**src/rtl/aes_rk_pkg.sv**
```systemverilog
// Shared types for the AES round-key store: controller states, key and index types.
package aes_rk_pkg;

  typedef enum logic [1:0] {
    IDLE,
    LOAD,
    READY
  } rk_state_e;

  typedef logic [127:0] round_key_t;
  typedef logic [3:0]   rk_idx_t;

  localparam int RK_DEPTH = 16;

endpackage

```
**src/rtl/round_key_ram_ctrl.sv**
```systemverilog
// Round-key store sequencer: loads a key table into the hi/lo RAMs and serves reads once it is complete.
// Optional RK_REVERSE_EN adds rk_rev, which mirrors the physical read address for decryption order.
module round_key_ram_ctrl
  import aes_rk_pkg::*;
#(
  parameter int NUM_KEYS = 11,
  parameter int ADDR_W   = 4
) (
  input  logic              clk,
  input  logic              rst_n,
  input  logic              kx_start,
  input  logic              kx_valid,
  output logic              kx_ready,
  input  round_key_t        kx_key,
  input  logic              rk_req,
  input  logic [ADDR_W-1:0] rk_idx,
`ifdef RK_REVERSE_EN
  input  logic              rk_rev,
`endif
  output logic              rk_gnt,
  output logic              rk_valid,
  output round_key_t        rk_key,
  output logic              rk_err,
  output logic              keys_valid,
  output logic              ram_wr,
  output logic [ADDR_W-1:0] ram_wr_addr,
  output round_key_t        ram_wr_data,
  output logic              ram_rd,
  output logic [ADDR_W-1:0] ram_rd_addr,
  input  round_key_t        ram_rd_data
);

  localparam int unsigned       KEYS_USED  = (NUM_KEYS > RK_DEPTH) ? RK_DEPTH : NUM_KEYS;
  localparam logic [ADDR_W:0]   NUM_KEYS_W = KEYS_USED[ADDR_W:0];
  localparam logic [ADDR_W-1:0] LAST_IDX   = ADDR_W'(KEYS_USED - 1);

  rk_state_e         state_q;
  logic [ADDR_W-1:0] wptr_q;
  logic              keys_valid_q;
  logic              rsp_valid_q;
  logic              rsp_err_q;
  round_key_t        rk_key_q;
  round_key_t        rk_key_d;
  logic              kx_accept;
  logic              in_range;
  rk_idx_t           phys_idx;

  // NOTE: every signal assigned here gets a value on every path, so no latch is inferred.
  always_comb begin
    kx_ready    = (state_q == LOAD) && !kx_start;
    kx_accept   = kx_ready && kx_valid;
    in_range    = {1'b0, rk_idx} < NUM_KEYS_W;
    rk_gnt      = (state_q == READY) && rk_req && !kx_start;
    phys_idx    = rk_idx;
`ifdef RK_REVERSE_EN
    if (rk_rev) phys_idx = LAST_IDX - rk_idx;
`endif
    ram_wr      = kx_accept;
    ram_wr_addr = wptr_q;
    ram_wr_data = kx_key;
    ram_rd      = rk_gnt && in_range;
    ram_rd_addr = phys_idx;
  end

  // kx_start restarts a load from any state and always overrides the current table.
  // NOTE: sequential state uses non-blocking assignments so all flops update from pre-edge values.
  always_ff @(posedge clk or negedge rst_n) begin
    if (!rst_n) begin
      state_q      <= IDLE;
      wptr_q       <= '0;
      keys_valid_q <= 1'b0;
    end else if (kx_start) begin
      state_q      <= LOAD;
      wptr_q       <= '0;
      keys_valid_q <= 1'b0;
    end else begin
      case (state_q)
        LOAD: begin
          if (kx_accept) begin
            wptr_q <= wptr_q + 1'b1;
            if (wptr_q == LAST_IDX) begin
              state_q      <= READY;
              keys_valid_q <= 1'b1;
            end
          end
        end
        default: ;
      endcase
    end
  end

  // Response stage: RAM data arrives one cycle after the grant and is presented directly.
  always_comb begin
    rk_key_d = rk_key_q;
    if (rsp_valid_q) rk_key_d = rsp_err_q ? '0 : ram_rd_data;
  end

  always_ff @(posedge clk or negedge rst_n) begin
    if (!rst_n) begin
      rsp_valid_q <= 1'b0;
      rsp_err_q   <= 1'b0;
      rk_key_q    <= '0;
    end else begin
      rsp_valid_q <= rk_gnt;
      rsp_err_q   <= rk_gnt && !in_range;
      rk_key_q    <= rk_key_d;
    end
  end

  assign rk_valid   = rsp_valid_q;
  assign rk_err     = rsp_err_q;
  assign rk_key     = rk_key_d;
  assign keys_valid = keys_valid_q;

endmodule

```
**config.mk**
```make
export PLATFORM = sky130hd
export DESIGN_NAME = round_key_ram_ctrl
export DESIGN_NICKNAME = d
export VERILOG_FILES = /design/src/rtl/aes_rk_pkg.sv /design/src/rtl/round_key_ram_ctrl.sv
export SDC_FILE = /design/constraint.sdc
export NUM_CORES = 1
export LEC_CHECK = 0
export CAP_MARGIN = 20
export CELL_PAD_IN_SITES_DETAIL_PLACEMENT = 1
export CELL_PAD_IN_SITES_GLOBAL_PLACEMENT = 1
export CORE_AREA = 2 2 206 208
export CTS_BUF_LIST = sky130_fd_sc_hd__clkbuf_8
export DETAILED_ROUTE_END_ITERATION = 10
export DIE_AREA = 0 0 208 210
export PLACE_DENSITY = 0.69
export SETUP_SLACK_MARGIN = 0.5
export SLEW_MARGIN = 20
export SYNTH_ARGS = -nofsm -noshare
export SYNTH_HDL_FRONTEND = slang
export SYNTH_SLANG_ARGS = --single-unit
```
**constraint.sdc**
```tcl
create_clock -name clk -period 2.15 [get_ports clk]
set_clock_uncertainty 0.15 [all_clocks]
set_input_delay 0.43 -clock clk [delete_from_list [all_inputs] [get_ports clk]]
set_output_delay 0.43 -clock clk [all_outputs]
set_load 0.005 [all_outputs]
```
==> flow_metrics.env <==
export IMPL_yosysUniqueCellTypes=25
export IMPL_wirelength_mm=27.7
export IMPL_cts_tree="built"
export IMPL_finalNonFillerCells=1591
export IMPL_ant_nets=0
export IMPL_dr_total_vias=5931
export IMPL_ff2ff_setup_slack_ns=-0.30
export IMPL_die_w_um=208
export IMPL_grt_start_max_net_pins=46
export IMPL_viasPerCell=3.73
export IMPL_numClockSinks=136
export IMPL_critPathBufInv=6
export IMPL_power_per_cell_area_mw_per_mm2=495
export IMPL_switchingPower_uw=1410
export IMPL_finalHoldViolations=0
export IMPL_rsz0062_at_grt="yes"
export IMPL_drive_above_1_share=0.527
export IMPL_mappedNetlistNets=977
export IMPL_arrival_ns=2.08
export IMPL_cpPeakStageDelay_ns=0.49
export IMPL_drt_first_pass_iters=4
export IMPL_seqPwrFrac=0.462
export IMPL_crit_chain="nor2b_4 > buf_12 > buf_16 > buf_12 > buf_16 > buf_6 > nand2_2 > o21ai_2 > buf_2"
export IMPL_timing_rr_end="rk_key_q[42]"
export IMPL_p_sw_frac=0.244
export IMPL_cts_max_level=4
export IMPL_dpl_hpwl_mm=15.9
export IMPL_overflow=0
export IMPL_p_comb_frac=0.143
export IMPL_rr_startpoint="rk_valid"
export IMPL_wl_per_cell_um=17.4
export IMPL_final_common_cell="clkdlybuf4s50_1"
export IMPL_place_gp_congestion=0.728
export IMPL_slowest_stage="dfrtp_4"
export IMPL_insertion_delay_ns=0.48
export IMPL_setup_violations_final=130
export IMPL_intPower_uw=4390
export IMPL_postSynthAreaPerCell_sq_um=8.94
export IMPL_drt_iter0_markers=205
export IMPL_hold_path_end="rk_err"
export IMPL_hold_path_class="input pin to flip-flop"
export IMPL_worst_endpoint_required_ns=1.57
export IMPL_fmax_ghz=0.376
export IMPL_fin_setup_tns_ns=-42.68
export IMPL_peakVddDrop_uv=360
export IMPL_dp_cells=1443
export IMPL_critPathKind="flip-flop to output pin"
export IMPL_synthCells=710
export IMPL_final_max_slew_viol_count=0
export IMPL_final_cell_mix="clkdlybuf4s50_1, inv_1, dfrtp_1"
export IMPL_worst_path_max_fanout=8
export IMPL_root_buffer="clkbuf_8"
export IMPL_endpoint_kind="output pin"
export IMPL_crit_family="buffers and inverters"
export IMPL_fin_ws_ns=-0.507
export IMPL_hold_start="rk_idx[3]"
export IMPL_status="finished with violations"
export IMPL_io_pins=536
export IMPL_period_share=1.24
export IMPL_r2r_worst_path_cells=15
export IMPL_ys_seq_area_frac=0.536
export IMPL_clock_power_share=0.395
export IMPL_drcViolationCount=0
export IMPL_grt_pass1_wl_mm=37.5
export IMPL_diodes=0
export IMPL_area_growth_pct=84.7
export IMPL_worst_setup_path_start_kind="flip-flop"
export IMPL_leakage_uw=0.00578
export IMPL_cts_buffer_depth=2
export IMPL_die_y_um=210
export IMPL_maxCapViolCount=0
export IMPL_violations="setup timing"
export IMPL_ys_ff_latch=136
export IMPL_syn_cell_area_sq_mm=0.00634
export IMPL_relSlewSlack=0.767
export IMPL_synth_warnings=0
export IMPL_path_clk_slew_ns=0.08
export IMPL_antenna_found_initial=0
export IMPL_fin_crit_ns=2.66
export IMPL_dieArea_sq_mm=0.0437
export IMPL_whs_path_depth=2
export IMPL_start_util=0.153
export IMPL_fin_nets=1307
export IMPL_rows=75
export IMPL_cts_made_buffers=17
export IMPL_worst_slew_pin_slew_ns=0.349
export IMPL_grt_pass1_vias=6365
export IMPL_grt_usage=0.115
export IMPL_core_region_area_sq_mm=0.0415
export IMPL_port_buffer_count=279
metal layers:
metal | routed length [um] | global-route usage
met5 | 0 | 0
met4 | 1140 | 0.0572
met3 | 2390 | 0.0580
met2 | 14200 | 0.192
met1 | 9970 | 0.119
timing repair:
action | CTS | global route
buffers inserted | 43 | 60
endpoints found under the hold margin | 112 | 0
setup endpoints to repair | 144 | 180
hold buffers | 1 | 0
gates cloned | 9 | 4
gates resized for setup | 547 | 378
pin swaps | 7 | 39
cell usage after synthesis:
| library cell | n | area share |
|---|---|---|
| buf_4 | 138 | 0.16 |
| dfrtp_1 | 136 | 0.54 |
| inv_1 | 131 | 0.077 |
| nand2_1 | 128 | 0.076 |
| o21ai_0 | 123 | 0.097 |
| clkbuf_1 | 14 | 0.0083 |
| buf_2 | 9 | 0.0071 |
| o21ai_1 | 6 | 0.0047 |
| a21oi_1 | 4 | 0.0032 |
| a21o_1 | 2 | 0.0024 |
| ha_1 | 2 | 0.0039 |
| nand3b_1 | 2 | 0.0024 |
| nor2_1 | 2 | 0.0012 |
| or3_1 | 2 | 0.0020 |
| and2_1 | 1 | 0.00099 |
| and3_1 | 1 | 0.00099 |
| nand3_1 | 1 | 0.00079 |
| nand3b_4 | 1 | 0.0032 |
| nand4b_1 | 1 | 0.0014 |
| nand4bb_1 | 1 | 0.0018 |
| nor2b_1 | 1 | 0.00099 |
| nor3b_1 | 1 | 0.0012 |
| or2_2 | 1 | 0.00099 |
| xnor2_1 | 1 | 0.0014 |
| xor2_1 | 1 | 0.0014 |
cell families (layout without fill, tap and decap cells):
group                      Yosys count  in the layout  share of synthesized area
adders and majority gates            2              2                    0.00394
AOI/OAI and AO/OA                  135            135                      0.107
buffers and inverters              292            634                      0.256
and+or+nand+nor                    143            143                     0.0935
DFF                                136            136                      0.536
xor gates and xnor gates             2              2                    0.00276
power groups by stage:
| stage | clock network, uW | logic [uW] | registers (uW) |
|---|---|---|---|
| 2_1_floorplan | 0 | 317 | 2720 |
| 3_3_place_gp | 0 | 734 | 2730 |
| 3_5_place_dp | 0 | 744 | 2730 |
| 4_1_cts | 2420 | 738 | 2680 |
| 5_1_grt | 2510 | 896 | 2690 |
| 6_report | 2290 | 826 | 2680 |
worst reg2reg max path, stage by stage (launching register included):
cell	delay, ns
dfrtp_4	0.49
nor2b_4	0.14
buf_12	0.15
buf_16	0.16
buf_6	0.13
buf_6	0.12
nand2_2	0.06
o21ai_2	0.06
buf_4	0.14
buf_6	0.11
buf_6	0.10
buf_6	0.10
buf_6	0.11
buf_6	0.11
buf_6	0.11
buf_4	0.11
area by class of cell:
type,count,area [sq um]
clock buffers,21,289
clock inverters,10,128
fillers,4737,29800
inverters,131,492
multi-input cells,282,2330
flip-flops and latches,136,3410
well taps,539,674
repair buffers,472,4400
worst max path at each step:
stage / startpoint / end / slack (ns) / cells past startpoint
finish: rk_valid / rk_key[45] / -0.51 / 9
global route: rk_valid / rk_key[45] / -0.62 / 9
CTS: rk_valid / rk_key[96] / -0.66 / 4
detailed placement: rk_idx[1] / ram_rd / -0.27 / 4
global placement: rk_idx[1] / ram_rd / -0.25 / 4
floorplan: rk_valid / rk_key[100] / 0.50 / 6
registers in the layout, summed over array words and instances, names as in the netlist:
register	count
rk_err	1
ram_wr_addr	4
rk_valid	1
state_q	2
rk_key_q	128
metrics by stage:
stage	util	setup slack, ns	total power [uW]	cell area [sq um]	hold WS (ns)
floorplan	-	0.501	3040	6360	-0.0156
global placement	0.225	-0.248	3460	9350	0.167
detailed placement	0.225	-0.272	3470	9350	0.167
CTS	0.250	-0.657	5840	10400	0.171
global route	0.283	-0.624	6100	11700	0.122
finish	0.283	-0.507	5800	11700	0.177
Power figures use the tool's default switching activity.
